File: src/rtl/scoreboard_hazard_unit.sv
// Issue-stage hazard unit. A per-register countdown tracks pending writebacks,
// so ID stalls until every source it reads has drained.
module scoreboard_hazard_unit #(
  parameter int REG_ADDR_W = 4,
  parameter int CNT_W      = 2,
  parameter int NOFWD_LAT  = 2,
  parameter int LOAD_LAT   = 1,
  parameter int PERF_W     = 16
) (
  input  logic                       clk,
  input  logic                       rst,
  input  logic                       issue_valid,
  input  logic [REG_ADDR_W-1:0]      src1,
  input  logic [REG_ADDR_W-1:0]      src2,
  input  logic                       has_two_src,
  input  logic [REG_ADDR_W-1:0]      dest,
  input  logic                       wb_enable,
  input  logic                       is_load,
  input  logic                       fwd_en,
  input  logic                       flush,
  input  logic                       freeze,
  output logic                       hazard_detected,
  output logic                       src1_ready,
  output logic                       src2_ready,
  output logic [(2**REG_ADDR_W)-1:0] pending_mask,
  output logic [PERF_W-1:0]          stall_count
);

  localparam int NUM_REGS = 2 ** REG_ADDR_W;
  localparam int MAX_LAT  = (NOFWD_LAT > LOAD_LAT) ? NOFWD_LAT : LOAD_LAT;

  if ((2 ** CNT_W) - 1 < MAX_LAT) begin : g_cnt_w_check
    $error("scoreboard_hazard_unit: CNT_W too narrow for the configured latencies");
  end

  logic [CNT_W-1:0]  cnt_q [NUM_REGS];
  logic [CNT_W-1:0]  cnt_d [NUM_REGS];
  logic [PERF_W-1:0] stall_q;
  logic [PERF_W-1:0] stall_d;
  logic              accept;
  logic              mark;
  logic [CNT_W-1:0]  set_lat;

  // Readiness uses pre-issue state, so an instruction never blocks on its own dest.
  assign src1_ready      = (cnt_q[src1] == '0);
  assign src2_ready      = !has_two_src || (cnt_q[src2] == '0);
  assign hazard_detected = issue_valid && !flush && !(src1_ready && src2_ready);
  assign accept          = issue_valid && !flush && !freeze && !hazard_detected;
  assign mark            = accept && wb_enable && (!fwd_en || is_load);
  assign set_lat         = fwd_en ? CNT_W'(LOAD_LAT) : CNT_W'(NOFWD_LAT);
  assign stall_count     = stall_q;

  always_comb begin
    for (int r = 0; r < NUM_REGS; r++) begin
      pending_mask[r] = (cnt_q[r] != '0);
    end
  end

  // A fresh set overrides the decrement on the same register.
  always_comb begin
    for (int r = 0; r < NUM_REGS; r++) begin
      cnt_d[r] = cnt_q[r];
      if (!freeze && (cnt_q[r] != '0)) begin
        cnt_d[r] = cnt_q[r] - CNT_W'(1);
      end
    end
    if (mark) begin
      cnt_d[dest] = set_lat;
    end
  end

  always_comb begin
    stall_d = stall_q;
    if (hazard_detected && !freeze && (stall_q != '1)) begin
      stall_d = stall_q + PERF_W'(1);
    end
  end

  always_ff @(posedge clk or negedge rst) begin
    if (!rst) begin
      for (int r = 0; r < NUM_REGS; r++) begin
        cnt_q[r] <= '0;
      end
      stall_q <= '0;
    end else begin
      for (int r = 0; r < NUM_REGS; r++) begin
        cnt_q[r] <= cnt_d[r];
      end
      stall_q <= stall_d;
    end
  end

endmodule

File: config.mk
export PLATFORM = sky130hd
export DESIGN_NAME = scoreboard_hazard_unit
export DESIGN_NICKNAME = d
export VERILOG_FILES = /design/src/rtl/scoreboard_hazard_unit.sv
export SDC_FILE = /design/constraint.sdc
export NUM_CORES = 1
export LEC_CHECK = 0
export ABC_CLOCK_PERIOD_IN_PS = 3350
export CORE_MARGIN = 5
export CORE_UTILIZATION = 56
export CTS_CLUSTER_DIAMETER = 60
export DETAILED_ROUTE_END_ITERATION = 10
export PLACE_DENSITY_LB_ADDON = 0.12
export SYNTH_ARGS = -nofsm -noshare
export SYNTH_HDL_FRONTEND = slang
export SYNTH_SLANG_ARGS = --single-unit
File: constraint.sdc
create_clock -name clk -period 3.35 [get_ports clk]
set_clock_uncertainty 0.2 [all_clocks]
set_input_delay 0.5025 -clock clk [delete_from_list [all_inputs] [get_ports clk]]
set_output_delay 0.5025 -clock clk [all_outputs]
set_load 0.05 [all_outputs]
==> flow_summary.toml <==
[global_route]
grt_pass1_wl_um = 12300
antenna_found_initial = 0
grt_usage_pct = 20.6
grt_pass1_vias = 2605
grt_max_degree = 34
grt_remaining_overflow = 0

[detailed_routing]
ant_nets = 0
drc_errors = 0
routed-via-count = 2479
first_pass_iters = 4
viasPerCell = 5.38
first_iter_violations = 108
wl_per_cell_um = 15.6
wirelength_um = 7200

[timing]
finalSetupTns_ns = 0
report.final.slew_viol_count = 0
post-route-min-period_ns = 3.19
slew_headroom_pct = 65.4
tightest_slew_ns = 0.517
setup_viol = 0
layout_worst_path_cycle_share_pct = 95.3
hold_violations = 0
fmax_mhz = 313
hold_slack_ns = 0.306
rsz0062_at_grt = "false"

[clocking]
cts_tree = "built"
clk-insertion-delay-late_ns = 0.31
cts_sinks = 48
cts_buffers = 5
root_buffer = "clkbuf_8"
clk_pin_slew_ns = 0.10
post_cts_buffers = 0
cts_max_path_buffers = 2
cts-htree-levels = 2

[synthesis]
synth_top_cell_area_share_pct = 36.1
ys_top_cells_by_area = "dfrtp_1 36%, xnor2_1 7.9%, ha_1 6.4%"
syn_inst = 327
yosysTopAreaCell = "dfrtp_1"
synth_area_per_cell_um2 = 10.2
yosys.area_share.simple_pct = 19.1
synth-xor-area-share_pct = 8.15
synth_compound_area_share_pct = 2.33
yosysMostFrequentCell = "inv_1"
yosysSeqAreaShare_pct = 36.1
syn_area_um2 = 3330
ys_seq_elements = 48
synth_top_family_by_area = "multiplexers"
ys.warnings.count = 0
synth_fa_ha_area_share_pct = 6.39
ys_async_sr_fraction_pct = 100
synth_fp_nets = 365
synth_edf_count = 0
yosys-top-cells-count = "49 x inv_1, 48 x dfrtp_1, 37 x nor2_1, 30 x xnor2_1, 17 x ha_1"
muxShareOfSynthArea_pct = 19.7
synth_cell_types = 38
ys.flop_type = "dfrtp_1"

[layout]
seq_area_um2 = 1200
nNetsFinal = 423
antennaDiodeCount = 0
multi_input_area_um2 = 1860
synthToLayoutAreaGrowth_pct = 21.6
drive_above_1_share_pct = 16.3
fillers = 437
stdcell_count = 461

[critical_path]
endpoint_kind = "primary output"
worst_r2r_endpoint = "cnt_q[4]$_DFF_PN0_"
r2r_slack_ns = 0.77
r2r_cells = 8
endpoint = "hazard_detected"
arrival_ns = 2.49
critical_path.reg2reg.startpoint = "cnt_q[5]$_DFF_PN0_"
critical_path_required_ns = 2.65
crit_start = "src2[1]"
critPathLaunchType = "input pin"
crit_type = "in2out"
critPathMaxFanout = 4

[power_and_ir_drop]
p_leak_nw = 1.98
ir_drop_v = 0.000487
p_per_area_nw_per_um2 = 825
finalPower_w = 0.00334

[floorplan]
start_util_pct = 56.9
rows = 28
die_height_um = 87.1
dieArea_um2 = 7590
die_w_um = 87.1
io_pins = 56
core_area_um2 = 5850

[placed_design]
io_buffers = 55
dp_cells = 452
gp_congestion = 0.840
dp_hpwl_um = 5630

[outcome]
outcome = "complete, no violations"

[worst_hold_path]
min_path_type = "reg2reg"

[job]
drv_cap = 0
## stage by stage
step                      setup WS (ns)  util, %  instance area, um^2
after global routing             0.0447     69.2                 4050
after detailed placement         0.0813     67.4                 3950
after floorplan                  0.0845        -                 3330
after global placement            0.192     67.4                 3950
final                             0.157     69.2                 4050
after CTS                        0.0663     69.2                 4050
## layout by cell type, fill, tap and decap left out, types with 5 or more instances in the layout
cell type and instances:
nand4_1 14, buf_4 10, mux2_4 9, inv_1 49
xnor2_1 30, and2_1 5, and3_1 7, o21ai_0 10
nand4_2 10, mux2i_1 16, nand2_1 13, clkdlybuf4s50_1 50
clkbuf_8 5, mux2_2 12, mux4_2 5, nand3_1 5
dfrtp_1 48, ha_1 17, nor2_1 36
## critical path, stage by stage
cell	delay, ns
clkdlybuf4s50_1	0.58
mux4_2	0.54
a22oi_2	0.18
nand4_2	0.12
and2_1	0.23
nor2_2	0.18
buf_12	0.15
## layer usage
layer / wire (um) / vias up / global-route usage [%] / share of wire [%]
met3: 458 / 8 / 4.92 / 6.4
met2: 3530 / 57 / 34.6 / 49
li1: - / 1215 / - / -
met1: 3130 / 1199 / 26.5 / 43
met4: 80 / 0 / 6.00 / 1.1
met5: 0 / - / 0 / 0
## logic make-up (layout without fill, tap and decap cells)
group | after synthesis | in the layout
mux | 48 | 48
xor+xnor | 31 | 31
fa+ha+maj | 17 | 17
simple gates | 108 | 108
flops | 48 | 48
compound gates | 13 | 13
buf+inv | 62 | 121
## state kept, by name, indices dropped and copies added (netlist names)
signal       cells
cnt_q           32
stall_count     16
## worst min-delay path by stage
stage,startpoint,endpoint,slack [ns],cells past startpoint
after detailed placement,rst,cnt_q[12]$_DFF_PN0_,0.24,1
after global placement,rst,cnt_q[18]$_DFF_PN0_,0.24,1
after global routing,stall_count[15]$_DFFE_PN0P_,stall_count[15]$_DFFE_PN0P_,0.35,1
after floorplan,rst,cnt_q[0]$_DFF_PN0_,0.007,0
final,stall_count[4]$_DFFE_PN0P_,stall_count[4]$_DFFE_PN0P_,0.31,1
after CTS,stall_count[4]$_DFFE_PN0P_,stall_count[4]$_DFFE_PN0P_,0.31,1
## layout make-up
| cell class | count | share of cell area, % |
|---|---|---|
| clock buffers | 5 | 1.70 |
| clock inverters | 3 | 0.587 |
| well taps | 75 | 2.32 |
| inverters | 49 | 4.54 |
| flip-flops and latches | 48 | 29.7 |
| multi-input cells | 217 | 45.8 |
| repair buffers | 64 | 15.4 |
## report_power, final
group	internal, W	leakage, nW	total, W	switching [W]
Combinational	0.000888	1.35	0.00203	0.00114
Sequential	0.000811	0.584	0.000952	0.000141
Clock	0.000148	0.0404	0.000362	0.000213
Total	0.00185	1.98	0.00334	0.00150
## what timing repair did
action | CTS | global route
hold endpoints to repair | 15 | 0
resized for setup | 0 | 1
setup endpoints to repair | 0 | 1
hold buffers | 1 | 0
Note: power is estimated with default switching activity, not from simulation.
